File: config.mk
export PLATFORM = sky130hd
export DESIGN_NAME = mfp_ahb_botio
export DESIGN_NICKNAME = d
export VERILOG_FILES = /design/src/rtl/mfp_ahb_botio_pkg.sv /design/src/rtl/mfp_botio_sync.sv /design/src/rtl/mfp_ahb_botio.sv
export SDC_FILE = /design/constraint.sdc
export NUM_CORES = 1
export LEC_CHECK = 0
export CORE_ASPECT_RATIO = 1.5
export CORE_MARGIN = 4
export CORE_UTILIZATION = 35
export DETAILED_ROUTE_END_ITERATION = 10
export PLACE_DENSITY_LB_ADDON = 0.3
export SYNTH_ARGS = -nofsm -noshare
export SYNTH_HDL_FRONTEND = slang
export SYNTH_SLANG_ARGS = --single-unit
File: constraint.sdc
create_clock -name HCLK -period 1.58 [get_ports HCLK]
set_clock_uncertainty 0.05 [all_clocks]
set_input_delay 0.316 -clock HCLK [delete_from_list [all_inputs] [get_ports HCLK]]
set_output_delay 0.316 -clock HCLK [all_outputs]
set_load 0.01 [all_outputs]
File: src/rtl/mfp_ahb_botio_pkg.sv
// mfp_ahb_botio_pkg: register offsets and handshake state encoding for the bot bridge
package mfp_ahb_botio_pkg;
  localparam logic [1:0] BOTIO_INFO = 2'd0;
  localparam logic [1:0] BOTIO_CTRL = 2'd1;
  localparam logic [1:0] BOTIO_STAT = 2'd2;
  localparam logic [1:0] BOTIO_ACK  = 2'd3;
  typedef enum logic {IDLE = 1'b0, PENDING = 1'b1} botio_state_t;
endpackage

File: src/rtl/mfp_botio_sync.sv
// mfp_botio_sync: multi-flop synchronizer for the bot update pulse with a one-cycle rising-edge output
module mfp_botio_sync #(
  parameter int SYNC_STAGES = 2
) (
  input  logic clk,
  input  logic rst_n,
  input  logic d,
  output logic rise
);
  logic [SYNC_STAGES-1:0] sr;
  logic hist;
  always_ff @(posedge clk or negedge rst_n)
    if (!rst_n) begin
      sr   <= '0;
      hist <= 1'b0;
    end else begin
      sr   <= {sr[SYNC_STAGES-2:0], d};
      hist <= sr[SYNC_STAGES-1];
    end
  assign rise = sr[SYNC_STAGES-1] & ~hist;
endmodule

File: src/rtl/mfp_ahb_botio.sv
// mfp_ahb_botio: zero-wait AHB-Lite slave exposing bot status snapshot, motor control and update interrupt
module mfp_ahb_botio
  import mfp_ahb_botio_pkg::*;
#(
  parameter int SYNC_STAGES = 2,
  parameter int OVR_W       = 8
) (
  input  logic        HCLK,
  input  logic        HRESETn,
  input  logic        HSEL,
  input  logic [31:0] HADDR,
  input  logic [1:0]  HTRANS,
  input  logic        HWRITE,
  input  logic [31:0] HWDATA,
  output logic [31:0] HRDATA,
  input  logic [31:0] IO_BotInfo,
  input  logic        IO_BotUpdt,
  output logic [7:0]  IO_BotCtrl,
  output logic        IO_INT
);
  logic             dp_valid, dp_write;
  logic [1:0]       dp_addr;
  logic [31:0]      snap;
  logic [7:0]       ctrl;
  logic [OVR_W-1:0] ovr_q, ovr_d;
  botio_state_t     state_q, state_d;
  logic             upd_rise, wr, ack, clr;
  logic             unused_ok;
  mfp_botio_sync #(.SYNC_STAGES(SYNC_STAGES)) u_sync (
    .clk  (HCLK),
    .rst_n(HRESETn),
    .d    (IO_BotUpdt),
    .rise (upd_rise)
  );
  assign wr  = dp_valid & dp_write;
  assign ack = wr & (dp_addr == BOTIO_ACK) & HWDATA[0];
  assign clr = wr & (dp_addr == BOTIO_ACK) & HWDATA[1];
  // a fresh update always wins over a coincident acknowledge
  always_comb begin
    state_d = upd_rise ? PENDING : (state_q == PENDING && ack) ? IDLE : state_q;
    ovr_d   = clr ? '0
            : (state_q == PENDING && upd_rise && !ack && ovr_q != '1) ? ovr_q + OVR_W'(1)
            : ovr_q;
  end
  always_ff @(posedge HCLK or negedge HRESETn)
    if (!HRESETn) begin
      dp_valid <= 1'b0;
      dp_write <= 1'b0;
      dp_addr  <= '0;
      snap     <= '0;
      ctrl     <= '0;
      ovr_q    <= '0;
      state_q  <= IDLE;
    end else begin
      dp_valid <= HSEL & HTRANS[1];
      dp_write <= HWRITE;
      dp_addr  <= HADDR[3:2];
      if (upd_rise) snap <= IO_BotInfo;
      if (wr && dp_addr == BOTIO_CTRL) ctrl <= HWDATA[7:0];
      ovr_q    <= ovr_d;
      state_q  <= state_d;
    end
  assign HRDATA = !dp_valid                ? 32'h0
                : dp_addr == BOTIO_INFO    ? snap
                : dp_addr == BOTIO_CTRL    ? {24'h0, ctrl}
                : dp_addr == BOTIO_STAT    ? 32'({ovr_q, 7'h0, state_q == PENDING})
                : 32'h0;
  assign IO_BotCtrl = ctrl;
  assign IO_INT     = state_q == PENDING;
  assign unused_ok  = &{1'b0, HADDR[31:4], HADDR[1:0], HTRANS[0], HWDATA[31:8]};
endmodule

==> flow_summary.ini <==
[drt]
viasPerCell = 4.712
wl_um = 6389
wl_per_cell_um = 14.96
vias = 2012
ant_nets = 0
drt-initial-drc-count = 127
drtPass1Iterations = 4
remaining_drc_errors = 0

[yosys]
yosys.area_share.adder_pct = 0.4888
synth-seq-area-share_pct = 54.74
ys_ff_latch = 56
synth_top_family_by_area = multiplexers
synth_cells = 209
syn_area_um2 = 2560
synth.area.mux_share_pct = 23.80
yosys.area_share.simple_pct = 14.52
synth_compound_area_share_pct = 4.350
synth_edf_count = 0
syn_area_per_cell_um2 = 12.25
synth_xor_xnor_area_share_pct = 0
synthArstFlopShare_pct = 100.0
ys_types = 32
synthesis.nets = 313
yosysWarnings = 0
synth_flop_cell = dfrtp_1

[critical_path]
path_buf_inv = 2
critical_path.max_fanout = 5
critical_path.slowest_cell = dfrtp_2
cp.arrival_ns = 1.37
critPathLaunchType = flop
max_stage_delay_ns = 0.44
worstSetupEndpointType = output pin
cp_top_family = flip-flops
setup.worst_path.start = dp_addr[1]
rr_startpoint = dp_addr[1]
worst_ep_required_time_ns = 1.21
crit_chain = buf_12, mux2i_1, o21ai_1, and2_1, buf_2
path_class = flop to output pin

[grt]
grt-ovfl-total = 0
grt_max_degree = 57
grt_usage_pct = 14.73
grt_first_pass_wirelength_um = 10230
antenna_found_initial = 0
grt_pass1_vias = 2083

[layout]
diodes = 0
layout_commonest_cell = dfrtp_1
layout_common_cells = dfrtp_1, clkdlybuf4s50_1, mux2_2, buf_6, buf_4
areaGrowthSynthToFinish_pct = 60.12
drive_above_1_share_pct = 49.09
nets = 433
fin_cells = 427
fillers = 593

[timing]
min_period_ns = 1.736
rsz0062_at_grt = true
slew_headroom_pct = 80.10
drv_slew = 0
period_share_pct = 109.9
setup_viol = 44
max_freq_mhz = 576.0
finalHoldViolCount = 0
holdWs_ns = 0.3065
worst_pin_slew_ns = 0.2973
setup_ws_ns = -0.1560

[place]
dp_hpwl_um = 4682
gp_congestion = 0.7750
placed_cells = 414
io_buffer_count = 88
pre_cts_slack_ns = -0.3285

[clock_tree]
cts_buffer_depth = 2
numClockSinks = 56
htreeDepth = 2
cts_made_buffers = 5
root_buffer = clkbuf_8
insertion_delay_ns = 0.31
path_clk_slew_ns = 0.10
cts_tree = done

[floorplan]
die_area_um2 = 8775
die_h_um = 112.7
initial_core_util_pct = 36.62
io-pin-count = 144
coreArea_um2 = 6990
rows = 37
die_w_um = 77.83

[status]
status = complete, but fails checks
failed_checks = setup timing

[pwr]
power_mw = 3.643
power_density_nw_per_um2 = 888.8
irDropWorstVdd_mv = 0.5554
cellLeakagePower_nw = 1.817

[min_path]
hp-class = flop to flop
hp-start = u_sync.sr[0]

[run]
drv_cap = 0
==> synthesized netlist by cell type, types with 2 or more instances <==
| master | count | share of area, % |
|---|---|---|
| dfrtp_1 | 56 | 55 |
| mux2_2 | 39 | 17 |
| and2_1 | 19 | 4.6 |
| mux2i_1 | 17 | 6.6 |
| nor2_1 | 17 | 2.5 |
| nand2_1 | 9 | 1.3 |
| buf_2 | 7 | 1.4 |
| a21oi_1 | 5 | 0.98 |
| o21ai_0 | 5 | 0.98 |
| clkbuf_1 | 4 | 0.59 |
| nand2b_1 | 3 | 0.73 |
| and3_4 | 2 | 0.88 |
| and4_1 | 2 | 0.68 |
| nand3_1 | 2 | 0.39 |
| nand4_1 | 2 | 0.49 |
| o31ai_1 | 2 | 0.59 |
| or3_1 | 2 | 0.49 |
| or4_1 | 2 | 0.59 |
==> state kept, by name, indices dropped and copies added, names as in the netlist <==
signal and count:
snap 32, IO_BotCtrl 8, dp_write 1, ovr_q 8
dp_addr 2, dp_valid 1, u_sync.hist 1, u_sync.sr 2
IO_INT 1
==> what timing repair did <==
item,in CTS,in global routing
hold buffers,1,0
gates cloned,0,0
endpoints found under the setup margin,49,40
hold endpoints to repair,56,0
buffers inserted,3,1
resized for setup,165,55
pin swaps,17,28
==> final timing paths <==
| kind | cells after the start | slack (ns) | end |
|---|---|---|---|
| setup / recovery | 5 | -0.16 | HRDATA[0] |
| hold / removal | 0 | 0.31 | u_sync.sr[1] |
| setup reg to reg | 6 | -0.12 | ovr_q[4] |
| hold reg to reg | 0 | 0.31 | u_sync.sr[1] |
| max in group asynchronous | 3 | 0.74 | snap[6] |
| min in group asynchronous | 3 | 0.47 | snap[16] |
==> logic make-up (layout without fill, tap and decap cells) <==
kind of cell / count (synthesis) / count (layout)
AOI/OAI and AO/OA: 18 / 18
muxes: 56 / 56
buffers and inverters: 12 / 133
DFF: 56 / 56
adders and majority gates: 1 / 1
and+or+nand+nor: 66 / 66
==> area by class of cell <==
type	instances	area, um^2	area share (%)
clock buffer	6	82.58	2.015
timing repair buffer	124	1167	28.48
multi-input combinational	141	1311	31.99
clock inverter	2	10.01	0.2442
sequential	56	1403	34.22
inverter	1	3.754	0.09158
tap	97	121.4	2.961
==> per-layer routing <==
layer  routed length (um)  track usage (%)
met3                  308            2.946
met5                    0                0
met4                  107            5.701
met2                 3541            26.83
met1                 2431            16.65
==> through the flow <==
step | utilization (%) | TNS, ns | cell area [um^2]
2_1_floorplan | - | -0.08998 | 2570
3_3_place_gp | 54.09 | -9.450 | 3781
3_5_place_dp | 54.09 | -9.906 | 3781
4_1_cts | 55.11 | -5.315 | 3852
5_1_grt | 58.64 | -7.643 | 4099
6_report | 58.64 | -4.847 | 4099
==> where the power goes <==
part | internal, mW | switching [mW] | leakage [nW]
combinational | 0.612 | 0.402 | 1.10
sequential | 1.66 | 0.159 | 0.664
clock | 0.351 | 0.457 | 0.0510
No activity file was read; power rests on OpenSTA's default activity.
